## src/rtl/hex_word_packer_pkg.sv

```systemverilog
// Shared types and constants for the HEX byte-to-word packer.
package hex_pack_pkg;

  localparam int WORD_ADDR_W = 14;
  localparam int LANES = 4;
  localparam logic [LANES-1:0] BE_FULL = 4'hF;

  // One buffered word: word address, byte enables and little-endian data.
  typedef struct packed {
    logic [WORD_ADDR_W-1:0] word_addr;
    logic [LANES-1:0]       be;
    logic [8*LANES-1:0]     data;
  } fifo_entry_t;

  // Replace one byte lane of a word, leaving the other lanes untouched.
  function automatic logic [31:0] mergeLane(input logic [31:0] word,
                                            input logic [1:0]  lane,
                                            input logic [7:0]  byteVal);
    logic [31:0] result;
    result = word;
    result[{lane, 3'b000} +: 8] = byteVal;
    return result;
  endfunction

  // Byte-enable bit for a single lane.
  function automatic logic [3:0] laneOnehot(input logic [1:0] lane);
    return 4'b0001 << lane;
  endfunction

endpackage

```

## src/rtl/hex_word_packer_if.sv

```systemverilog
// Byte-write stream in, word-write stream out of the HEX packer.
interface hex_word_packer_if;
  import hex_pack_pkg::*;

  logic                   in_wr_en;
  logic [15:0]            in_addr;
  logic [7:0]             in_data;
  logic                   flush;

  logic                   mem_valid;
  logic                   mem_ready;
  logic [WORD_ADDR_W-1:0] mem_word_addr;
  logic [31:0]            mem_wdata;
  logic [3:0]             mem_be;

  // The packer: consumes bytes, drives the RAM write port.
  modport master (
    input  in_wr_en, in_addr, in_data, flush, mem_ready,
    output mem_valid, mem_word_addr, mem_wdata, mem_be
  );

  // The surroundings: HEX parser and RAM arbiter.
  modport slave (
    output in_wr_en, in_addr, in_data, flush, mem_ready,
    input  mem_valid, mem_word_addr, mem_wdata, mem_be
  );

endinterface

```

## src/rtl/hex_word_packer_fifo.sv

```systemverilog
// First-word-fall-through FIFO of packed words; head is zero while empty.
module byte_word_fifo #(
  parameter int DEPTH = 4,
  parameter int WIDTH = 50
) (
  input  logic             clk_74a,
  input  logic             reset_n,
  input  logic             push_i,
  input  logic [WIDTH-1:0] pushData_i,
  input  logic             pop_i,
  output logic             full_o,
  output logic             empty_o,
  output logic [WIDTH-1:0] head_o
);

  localparam int PTR_W = $clog2(DEPTH);

  logic [PTR_W:0]   wrPtr_q;
  logic [PTR_W:0]   rdPtr_q;
  logic [WIDTH-1:0] store_q [DEPTH];
  logic             wrEn;
  logic             rdEn;

  assign empty_o = (wrPtr_q == rdPtr_q);
  assign full_o  = (wrPtr_q[PTR_W] != rdPtr_q[PTR_W]) &&
                   (wrPtr_q[PTR_W-1:0] == rdPtr_q[PTR_W-1:0]);
  assign rdEn    = pop_i && !empty_o;
  assign wrEn    = push_i && (!full_o || rdEn);
  assign head_o  = empty_o ? '0 : store_q[rdPtr_q[PTR_W-1:0]];

  // Pointer update; a full FIFO still accepts a push when the head leaves the same cycle.
  always_ff @(posedge clk_74a or negedge reset_n) begin
    if (!reset_n) begin
      wrPtr_q <= '0;
      rdPtr_q <= '0;
    end else begin
      if (wrEn) wrPtr_q <= wrPtr_q + {{PTR_W{1'b0}}, 1'b1};
      if (rdEn) rdPtr_q <= rdPtr_q + {{PTR_W{1'b0}}, 1'b1};
    end
  end

  // Entry storage, cleared on reset so no stale word can reappear.
  always_ff @(posedge clk_74a or negedge reset_n) begin
    if (!reset_n) begin
      for (int i = 0; i < DEPTH; i++) store_q[i] <= '0;
    end else if (wrEn) begin
      store_q[wrPtr_q[PTR_W-1:0]] <= pushData_i;
    end
  end

endmodule

```

## src/rtl/hex_word_packer.sv

```systemverilog
// Packs decoded HEX byte writes into 32-bit little-endian words for the core RAM.
module hex_word_packer
  import hex_pack_pkg::*;
#(
  parameter int FIFO_DEPTH        = 4,
  parameter int IDLE_FLUSH_CYCLES = 1024
) (
  input  logic               clk_74a,
  input  logic               reset_n,
  hex_word_packer_if.master  pack_if,
  output logic               busy_o,
  output logic               overflow_o,
  output logic [15:0]        words_written_o
);

  localparam int IDLE_W = $clog2(IDLE_FLUSH_CYCLES);
  localparam logic [IDLE_W-1:0] IDLE_LAST = IDLE_W'(IDLE_FLUSH_CYCLES - 1);

  logic                   active_q, active_d;
  logic [WORD_ADDR_W-1:0] curWord_q, curWord_d;
  logic [31:0]            data_q, data_d;
  logic [3:0]             be_q, be_d;
  logic                   flushPending_q, flushPending_d;
  logic [IDLE_W-1:0]      idleCnt_q, idleCnt_d;
  logic                   overflow_q;
  logic [15:0]            wordsWritten_q;

  logic [WORD_ADDR_W-1:0] inWord;
  logic [1:0]             lane;
  logic [31:0]            mergedData;
  logic [3:0]             mergedBe;
  logic                   effFlush;
  logic                   push;
  fifo_entry_t            pushEntry;
  fifo_entry_t            headEntry;
  logic                   fifoFull;
  logic                   fifoEmpty;
  logic                   pop;

  // Assembly, flush and idle-timeout decisions; produces at most one push per cycle.
  always_comb begin
    inWord         = pack_if.in_addr[15:2];
    lane           = pack_if.in_addr[1:0];
    mergedData     = mergeLane(active_q ? data_q : 32'h0, lane, pack_if.in_data);
    mergedBe       = (active_q ? be_q : 4'h0) | laneOnehot(lane);
    effFlush       = pack_if.flush || flushPending_q;
    active_d       = active_q;
    curWord_d      = curWord_q;
    data_d         = data_q;
    be_d           = be_q;
    flushPending_d = flushPending_q;
    idleCnt_d      = idleCnt_q;
    push           = 1'b0;
    pushEntry      = '{word_addr: curWord_q, be: be_q, data: data_q};

    if (pack_if.in_wr_en) begin
      idleCnt_d      = '0;
      flushPending_d = 1'b0;
      if (!active_q || inWord == curWord_q) begin
        pushEntry = '{word_addr: inWord, be: mergedBe, data: mergedData};
        if (mergedBe == BE_FULL || effFlush) begin
          push           = 1'b1;
          active_d       = 1'b0;
          data_d         = 32'h0;
          be_d           = 4'h0;
          flushPending_d = (mergedBe == BE_FULL) && effFlush;
        end else begin
          active_d  = 1'b1;
          curWord_d = inWord;
          data_d    = mergedData;
          be_d      = mergedBe;
        end
      end else begin
        push           = 1'b1;
        active_d       = 1'b1;
        curWord_d      = inWord;
        data_d         = mergeLane(32'h0, lane, pack_if.in_data);
        be_d           = laneOnehot(lane);
        flushPending_d = effFlush;
      end
    end else if (active_q) begin
      if (effFlush || idleCnt_q == IDLE_LAST) begin
        push           = 1'b1;
        active_d       = 1'b0;
        data_d         = 32'h0;
        be_d           = 4'h0;
        idleCnt_d      = '0;
        flushPending_d = 1'b0;
      end else begin
        idleCnt_d = idleCnt_q + IDLE_W'(1);
      end
    end else begin
      flushPending_d = 1'b0;
    end
  end

  // Assembly register, pending flush and idle counter.
  always_ff @(posedge clk_74a or negedge reset_n) begin
    if (!reset_n) begin
      active_q       <= 1'b0;
      curWord_q      <= '0;
      data_q         <= 32'h0;
      be_q           <= 4'h0;
      flushPending_q <= 1'b0;
      idleCnt_q      <= '0;
    end else begin
      active_q       <= active_d;
      curWord_q      <= curWord_d;
      data_q         <= data_d;
      be_q           <= be_d;
      flushPending_q <= flushPending_d;
      idleCnt_q      <= idleCnt_d;
    end
  end

  byte_word_fifo #(
    .DEPTH (FIFO_DEPTH),
    .WIDTH ($bits(fifo_entry_t))
  ) u_fifo (
    .clk_74a    (clk_74a),
    .reset_n    (reset_n),
    .push_i     (push),
    .pushData_i (pushEntry),
    .pop_i      (pop),
    .full_o     (fifoFull),
    .empty_o    (fifoEmpty),
    .head_o     (headEntry)
  );

  assign pop                   = !fifoEmpty && pack_if.mem_ready;
  assign pack_if.mem_valid     = !fifoEmpty;
  assign pack_if.mem_word_addr = headEntry.word_addr;
  assign pack_if.mem_wdata     = headEntry.data;
  assign pack_if.mem_be        = headEntry.be;

  // Sticky drop flag and a wrapping count of words handed to the RAM.
  always_ff @(posedge clk_74a or negedge reset_n) begin
    if (!reset_n) begin
      overflow_q     <= 1'b0;
      wordsWritten_q <= 16'h0;
    end else begin
      if (push && fifoFull && !pop) overflow_q <= 1'b1;
      if (pop) wordsWritten_q <= wordsWritten_q + 16'd1;
    end
  end

  assign busy_o          = active_q || flushPending_q || !fifoEmpty;
  assign overflow_o      = overflow_q;
  assign words_written_o = wordsWritten_q;

endmodule

```

## src/flat_wrapper.sv

```systemverilog
// flat-port wrapper written by rule: the top's interface ports become plain ports
module hex_word_packer_flat import hex_pack_pkg::*;
#(
  parameter int FIFO_DEPTH        = 4,
  parameter int IDLE_FLUSH_CYCLES = 1024
)
  (clk_74a, reset_n, busy_o, overflow_o, words_written_o, pack_if_in_wr_en, pack_if_in_addr, pack_if_in_data, pack_if_flush, pack_if_mem_ready, pack_if_mem_valid, pack_if_mem_word_addr, pack_if_mem_wdata, pack_if_mem_be);
  hex_word_packer_if pack_if_i ();
  input  logic clk_74a;
  input  logic reset_n;
  output logic busy_o;
  output logic overflow_o;
  output logic [15:0] words_written_o;
  input wire logic [$bits(pack_if_i.in_wr_en)-1:0] pack_if_in_wr_en;
  input wire logic [$bits(pack_if_i.in_addr)-1:0] pack_if_in_addr;
  input wire logic [$bits(pack_if_i.in_data)-1:0] pack_if_in_data;
  input wire logic [$bits(pack_if_i.flush)-1:0] pack_if_flush;
  input wire logic [$bits(pack_if_i.mem_ready)-1:0] pack_if_mem_ready;
  output wire logic [$bits(pack_if_i.mem_valid)-1:0] pack_if_mem_valid;
  output wire logic [$bits(pack_if_i.mem_word_addr)-1:0] pack_if_mem_word_addr;
  output wire logic [$bits(pack_if_i.mem_wdata)-1:0] pack_if_mem_wdata;
  output wire logic [$bits(pack_if_i.mem_be)-1:0] pack_if_mem_be;
  assign pack_if_i.in_wr_en = pack_if_in_wr_en;
  assign pack_if_i.in_addr = pack_if_in_addr;
  assign pack_if_i.in_data = pack_if_in_data;
  assign pack_if_i.flush = pack_if_flush;
  assign pack_if_i.mem_ready = pack_if_mem_ready;
  assign pack_if_mem_valid = pack_if_i.mem_valid;
  assign pack_if_mem_word_addr = pack_if_i.mem_word_addr;
  assign pack_if_mem_wdata = pack_if_i.mem_wdata;
  assign pack_if_mem_be = pack_if_i.mem_be;
  hex_word_packer #(.FIFO_DEPTH(FIFO_DEPTH), .IDLE_FLUSH_CYCLES(IDLE_FLUSH_CYCLES)) u_core (.clk_74a(clk_74a), .reset_n(reset_n), .pack_if(pack_if_i), .busy_o(busy_o), .overflow_o(overflow_o), .words_written_o(words_written_o));
endmodule
```

## config.mk

```make
export PLATFORM = sky130hd
export DESIGN_NAME = hex_word_packer_flat
export DESIGN_NICKNAME = d
export VERILOG_FILES = /design/src/rtl/hex_word_packer_pkg.sv /design/src/rtl/hex_word_packer_if.sv /design/src/rtl/hex_word_packer_fifo.sv /design/src/rtl/hex_word_packer.sv /design/src/flat_wrapper.sv
export SDC_FILE = /design/constraint.sdc
export NUM_CORES = 1
export LEC_CHECK = 0
export ABC_AREA = 1
export CAP_MARGIN = 20
export CORE_ASPECT_RATIO = 1.1
export CORE_MARGIN = 4
export CORE_UTILIZATION = 37
export DETAILED_ROUTE_END_ITERATION = 10
export GPL_ROUTABILITY_DRIVEN = 0
export HOLD_SLACK_MARGIN = 0.02
export PLACE_DENSITY_LB_ADDON = 0.25
export SLEW_MARGIN = 30
export SYNTH_ARGS = -nofsm -noshare
export SYNTH_HDL_FRONTEND = slang
export SYNTH_SLANG_ARGS = --single-unit
```

## constraint.sdc

```tcl
create_clock -name clk_74a -period 2.7 [get_ports clk_74a]
set_input_delay 0.54 -clock clk_74a [delete_from_list [all_inputs] [get_ports clk_74a]]
set_output_delay 0.54 -clock clk_74a [all_outputs]
set_load 0.01 [all_outputs]
```

# After elaboration in Yosys (flattened, before gate mapping)
# Index checks and enable logic that the tools add are counted.
# classes
n_eq_ne	8
bitwise	4
order_cmp	3
n_shift	3
add_sub_neg	5
muxes	42
reduce_logical	23
# ops
operator	count
$mux W50	6
$bwmux W200	1
$mux W32	6
$bmux W50 S2	1
$demux W50 S2	1
$and A32 B32 Y32	1
$bwmux W32	1
$shift A8 B7 Y32 const A	1
$shiftx A8 B7 Y32	1
$mux W10	3
$mux W14	2
$mux W4	6
$add A16 B1 Y16 const B	1
$mux W1	15
$eq A14 B14 Y1	1
$add A10 B1 Y10 const B	1
$eq A10 B10 Y1 const B	1
$logic_and A1 B1 Y1	8
$logic_or A1 B1 Y1	7
$neg A5 Y7	1
$add A3 B1 Y3 const B	2
$ge A3 B3 Y1 const B	2
$not A2 Y3	2
$eq A4 B4 Y1 const B	1
other kinds (11)	16
# word_totals
register_bits	285
in_bits	29

# Longest topological paths before layout
# depth
word_depth	9
ltp_mapped	15
ltp_nobuf	14

# Cells and area by module
# Synthesis repeated with hierarchy kept, for this count alone.
# hier_totals
hier_cells	2060
hier_area_um2	15388.5
# modules_own_cells
module	n_inst	cells_each	area_per_inst_um2
byte_word_fifo	1	1273	10298.6
hex_word_packer	1	787	5089.9

# Worst setup path after synthesis
# OpenSTA, ideal clock, no wires.
# synth_path
path_kind	input port to flip-flop
start	input pack_if_in_addr[0]
end	register u_core.data_q[19]
setup_ns	0.083
slack_ns	0.079
path_stages	12
t_arrival_ns	2.539
n_path_buf	3
t_required_ns	2.617
path_cell_list	buf_2 > clkinv_1 > ha_1 > buf_2 > inv_2 > o21ai_2 > nand4_1 > nand2_1 > a21oi_1 > buf_2 > nand3_1 > o21ai_0
# synth_via
elab_chain_cells	7
elab_cells_between_ends	12
classes_between	1 x add/sub; 1 x eq/ne; 3 x shift; 4 x mux; 2 x bitwise; 1 x reduce/logical
# synth_rtl
element	line	source
from (decl)	flat_wrapper.sv:15	input wire logic [$bits(pack_if_i.in_addr)-1:0] pack_if_in_addr;
branches (longest 5 deep; another with $neg A5 Y7)	n/a	
$mux W32 (*)	hex_word_packer.sv:59	if (!active_q || inWord == curWord_q) begin
$mux W32 (*)	hex_word_packer.sv:56	if (pack_if.in_wr_en) begin
to (signal assigned)	hex_word_packer.sv:109	data_q <= data_d;
to (decl)	hex_word_packer.sv:21	logic [31:0] data_q, data_d;
# Every way passes the cells marked *.
# A chain may end at the register's enable or synchronous reset.

# Worst setup path in the final report
# layout_path
start	register u_core.u_fifo.rdPtr_q[0]
end	output pack_if_mem_word_addr[4]
# layout_via
elab_chain_cells	5
elab_cells_between_ends	6
classes_between	1 x eq/ne; 4 x mux; 1 x bitwise
# layout_rtl
element	line	source
from (decl)	hex_word_packer_fifo.sv:19	logic [PTR_W:0] rdPtr_q;
from (signal assigned)	hex_word_packer_fifo.sv:38	if (rdEn) rdPtr_q <= rdPtr_q + {{PTR_W{1'b0}}, 1'b1};
$not A2 Y3 (not written as such)	hex_word_packer_fifo.sv:29	assign head_o = empty_o ? '0 : store_q[rdPtr_q[PTR_W-1:0]];
$bmux W50 S2	hex_word_packer_fifo.sv:29	
$mux W50 (not written as such) (2 in series)	hex_word_packer_fifo.sv:29	
$mux W50 (*)	hex_word_packer_fifo.sv:29	
to (decl)	flat_wrapper.sv:20	output wire logic [$bits(pack_if_i.mem_word_addr)-1:0] pack_if_mem_word_addr;
# Every way passes the cells marked *; elsewhere a longest branch is shown, timed or not. The select of a mux whose other input is x is not followed.

==> flow_summary.toml <==
[final_layout]
fill_cells = 3779
layout_commonest_cell = "sky130_fd_sc_hd__nand2_1"
leading_cell_types_in_the_layout_fill_and_taps_excluded = "810 x sky130_fd_sc_hd__nand2_1, 283 x sky130_fd_sc_hd__dfrtp_1, 199 x sky130_fd_sc_hd__nor2_1, 153 x sky130_fd_sc_hd__inv_1, 140 x sky130_fd_sc_hd__o21ai_0"
fin_util = 0.496
final_design_area_no_fill_um2 = 19500
design.final.nets = 2254
antenna_cells = 0
final_layout_size_suffix_gt1_frac = 0.174
area_delta_synth_final_pct = 32.1

[yosys]
synth_fp_nets = 2035
synth-seq-cells = 285
synthDistinctLibCells = 37
mean_syn_cell_area_um2 = 7.41
async_reset_ff_frac = 1.00
synth_enable_flop_cells = 0
yosysWarnings = 0
synth_ff_type = "sky130_fd_sc_hd__dfrtp_1"
syn-instance-count = 1991
proportion_of_synthesized_chip_area_in_sequential_cells = 0.484
syn-cell-area_um2 = 14700

[timing]
grt_setup_unrepaired = "true"
report.final.slew_viol_count = 0
period_minus_slack_ns = 2.66
max_freq_mhz = 376
fin_skew_ns = 0.0191
final_hold_vio_count = 0
worstMarginPinSlew_ns = 0.585
final_min_period_over_clock_period = 0.984
finalSetupViolCount = 0
max-slew-margin-rel = 0.606

[placement]
dp.final_hpwl_um = 28300
postPlaceCellArea_um2 = 17400
place.port_buffers = 97

[floorplanning]
initial_core_util = 0.376
chipWidth_um = 198
die_area_um2 = 43100
floorplan.core_area_um2 = 39300
floorplan.die.height_um = 217
core.rowCount = 76
ports_placed_on_the_boundary = 98

[hold_path]
hold_path_class = "reg -> reg"

[worst_setup_path]
critical_path.max_stage_delay_ns = 0.41
worst_path_max_delay_cell = "sky130_fd_sc_hd__dfrtp_2"
start_kind = "register"
r2r_setup_slack_ns = 0.31
critical_path.cell_chain = "buf_12, xor2_2, nor2_2, nand2_4, buf_12, buf_8, nand2_4, inv_2, buf_2"
kind_of_end_point_of_the_critical_path = "output pin"
worst-setup-path-type = "reg -> out"
crit_family = "buffers and inverters"
cp.buffers_inverters = 5
timing.critical_path.arrival_ns = 2.12
critical_path.max_fanout = 6
cp.required_ns = 2.16

[route]
ant_nets = 0
post-route-drc-count = 0
postRouteWirelength_um = 47700
number_of_vias_per_cell = 5.10
detailedRoute.firstIterationViolations = 989
route.detailed.wl_per_inst_um = 17.4
drt_first_pass_iters = 6
detailroute.via_count = 14000

[clock_tree]
clockBufferDepth = 3
tritoncts = "done"
clock_sink_count = 285
number_of_clock_buffers_inserted_by_tritoncts = 35
worst_skew_pair.late_latency_ns = 0.52
htree_num_levels = 2
ctsRootBufferMaster = "sky130_fd_sc_hd__clkbuf_16"
cts.reportedPaths.clkPinSlew_ns = 0.06

[pwr]
max-vdd-ir-drop_mv = 0.473
p_per_area_nw_per_um2 = 1120
leak_pwr_uw = 0.0102

[global_route]
gr-usage-all-layers = 0.219
grt_pass1_vias = 14200
globalRouteOverflowTotal = 0
grt_first_pass_wirelength_um = 76300
antenna_found_initial = 1
maximum_number_of_pins_on_one_net_before_global_route_repair = 75

[job]
maxCapViolations = 0

[status]
status = "finished, final reports clean"
==> per-stage QoR <==
| stage | power (µW) | std cells | TNS [ns] | setup WS (ns) | hold WS, ns |
|---|---|---|---|---|---|
| floorplan | 10700 | 1991 | 0 | 0.0788 | 0.244 |
| global placement | 14800 | 2642 | -39.92 | -0.305 | 0.456 |
| detailed placement | 14900 | 2642 | -47.49 | -0.302 | 0.460 |
| CTS | 20800 | 2735 | -0.887 | -0.146 | 0.476 |
| global route | 23100 | 2742 | -0.511 | -0.0538 | 0.488 |
| finish | 21700 | 2742 | 0 | 0.0428 | 0.474 |
==> area by class of cell <==
class                           count  area, µm²  area share
Sequential cell                   285       7130       0.366
Clock inverter                      7       41.3     0.00212
Timing Repair Buffer              287       3030       0.156
Multi-Input combinational cell   1430       6900       0.354
Inverter                          171        668      0.0343
Tap cell                          507        634      0.0326
Clock buffer                       55       1070      0.0551
==> synth_stat cells (2+ instances only) <==
cell type,instances,share of area
sky130_fd_sc_hd__nor3_1,25,0.0085
sky130_fd_sc_hd__o21ai_0,152,0.052
sky130_fd_sc_hd__nor2_1,207,0.053
sky130_fd_sc_hd__inv_1,167,0.043
sky130_fd_sc_hd__nor2_4,4,0.0031
sky130_fd_sc_hd__inv_2,2,0.00051
sky130_fd_sc_hd__nor4_1,3,0.0013
sky130_fd_sc_hd__clkbuf_1,71,0.018
sky130_fd_sc_hd__nand3_1,34,0.012
sky130_fd_sc_hd__xor2_1,19,0.011
sky130_fd_sc_hd__o31ai_1,15,0.0076
sky130_fd_sc_hd__o21bai_1,3,0.0015
sky130_fd_sc_hd__a21oi_1,24,0.0081
sky130_fd_sc_hd__o22ai_1,13,0.0055
sky130_fd_sc_hd__o32ai_1,50,0.030
sky130_fd_sc_hd__nand4_1,10,0.0042
sky130_fd_sc_hd__clkinv_1,2,0.00051
sky130_fd_sc_hd__buf_6,15,0.011
sky130_fd_sc_hd__buf_4,6,0.0031
sky130_fd_sc_hd__dfrtp_1,285,0.48
sky130_fd_sc_hd__buf_1,3,0.00076
sky130_fd_sc_hd__xnor2_1,11,0.0065
sky130_fd_sc_hd__buf_2,10,0.0034
sky130_fd_sc_hd__nand2_1,833,0.21
sky130_fd_sc_hd__ha_1,15,0.013
==> state kept, by name, indices dropped and copies added (netlist names) <==
register and count:
u_core.u_fifo.store_q 200, u_core.data_q 32, u_core.words_written_o 16, u_core.curWord_q 14, u_core.idleCnt_q 10, u_core.be_q 4
u_core.u_fifo.rdPtr_q 3, u_core.u_fifo.wrPtr_q 3, u_core.active_q 1, u_core.flushPending_q 1, u_core.overflow_o 1
==> repair_timing <==
action,in CTS,in global routing
hold buffers,1,0
gates resized for setup,220,133
endpoints found under the setup margin,52,56
buffers inserted,21,7
cloned,9,3
pin swaps,19,28
endpoints found under the hold margin,51,0
==> layer usage <==
layer	GRT usage	vias to the layer above	part of all wire	wire, µm
li1	-	6705	-	-
met1	0.298	6800	0.44	21000
met2	0.365	391	0.48	22700
met3	0.0291	86	0.053	2520
met4	0.0709	2	0.031	1490
met5	0	-	0.00027	13
==> worst min-delay path: stages (launching register included) <==
cell,delay (ns)
sky130_fd_sc_hd__dfrtp_1,0.33
sky130_fd_sc_hd__nand2_1,0.05
sky130_fd_sc_hd__nand2_1,0.06
==> worst paths after layout <==
kind                                                             from                                endpoint  cells past startpoint
worst max-delay path             u_core.u_fifo.rdPtr_q[0]$_DFFE_PN0P_                pack_if_mem_word_addr[4]                      9
worst max register to register        u_core.idleCnt_q[0]$_DFFE_PN0N_   u_core.u_fifo.store_q[76]$_DFFE_PN0P_                      9
max in group asynchronous                                     reset_n         u_core.idleCnt_q[1]$_DFFE_PN0N_                      3
min in group asynchronous                                     reset_n  u_core.u_fifo.store_q[157]$_DFFE_PN0P_                      2
worst min register to register  u_core.u_fifo.store_q[74]$_DFFE_PN0P_   u_core.u_fifo.store_q[74]$_DFFE_PN0P_                      2
worst min-delay path            u_core.u_fifo.store_q[74]$_DFFE_PN0P_   u_core.u_fifo.store_q[74]$_DFFE_PN0P_                      2
==> logic make-up after synthesis <==
family,synth area share
flops,0.484
simple gates,0.299
buf+inv,0.0803
compound gates,0.107
xor+xnor,0.0178
fa+ha+maj,0.0127
==> power by group <==
part	internal (µW)	leakage, µW	total, µW	switching, µW
clock	2730	0.000555	4580	1840
combinational	4860	0.00586	11100	6260
sequential	5330	0.00379	6020	690
Note: power is estimated with default switching activity, not from simulation.
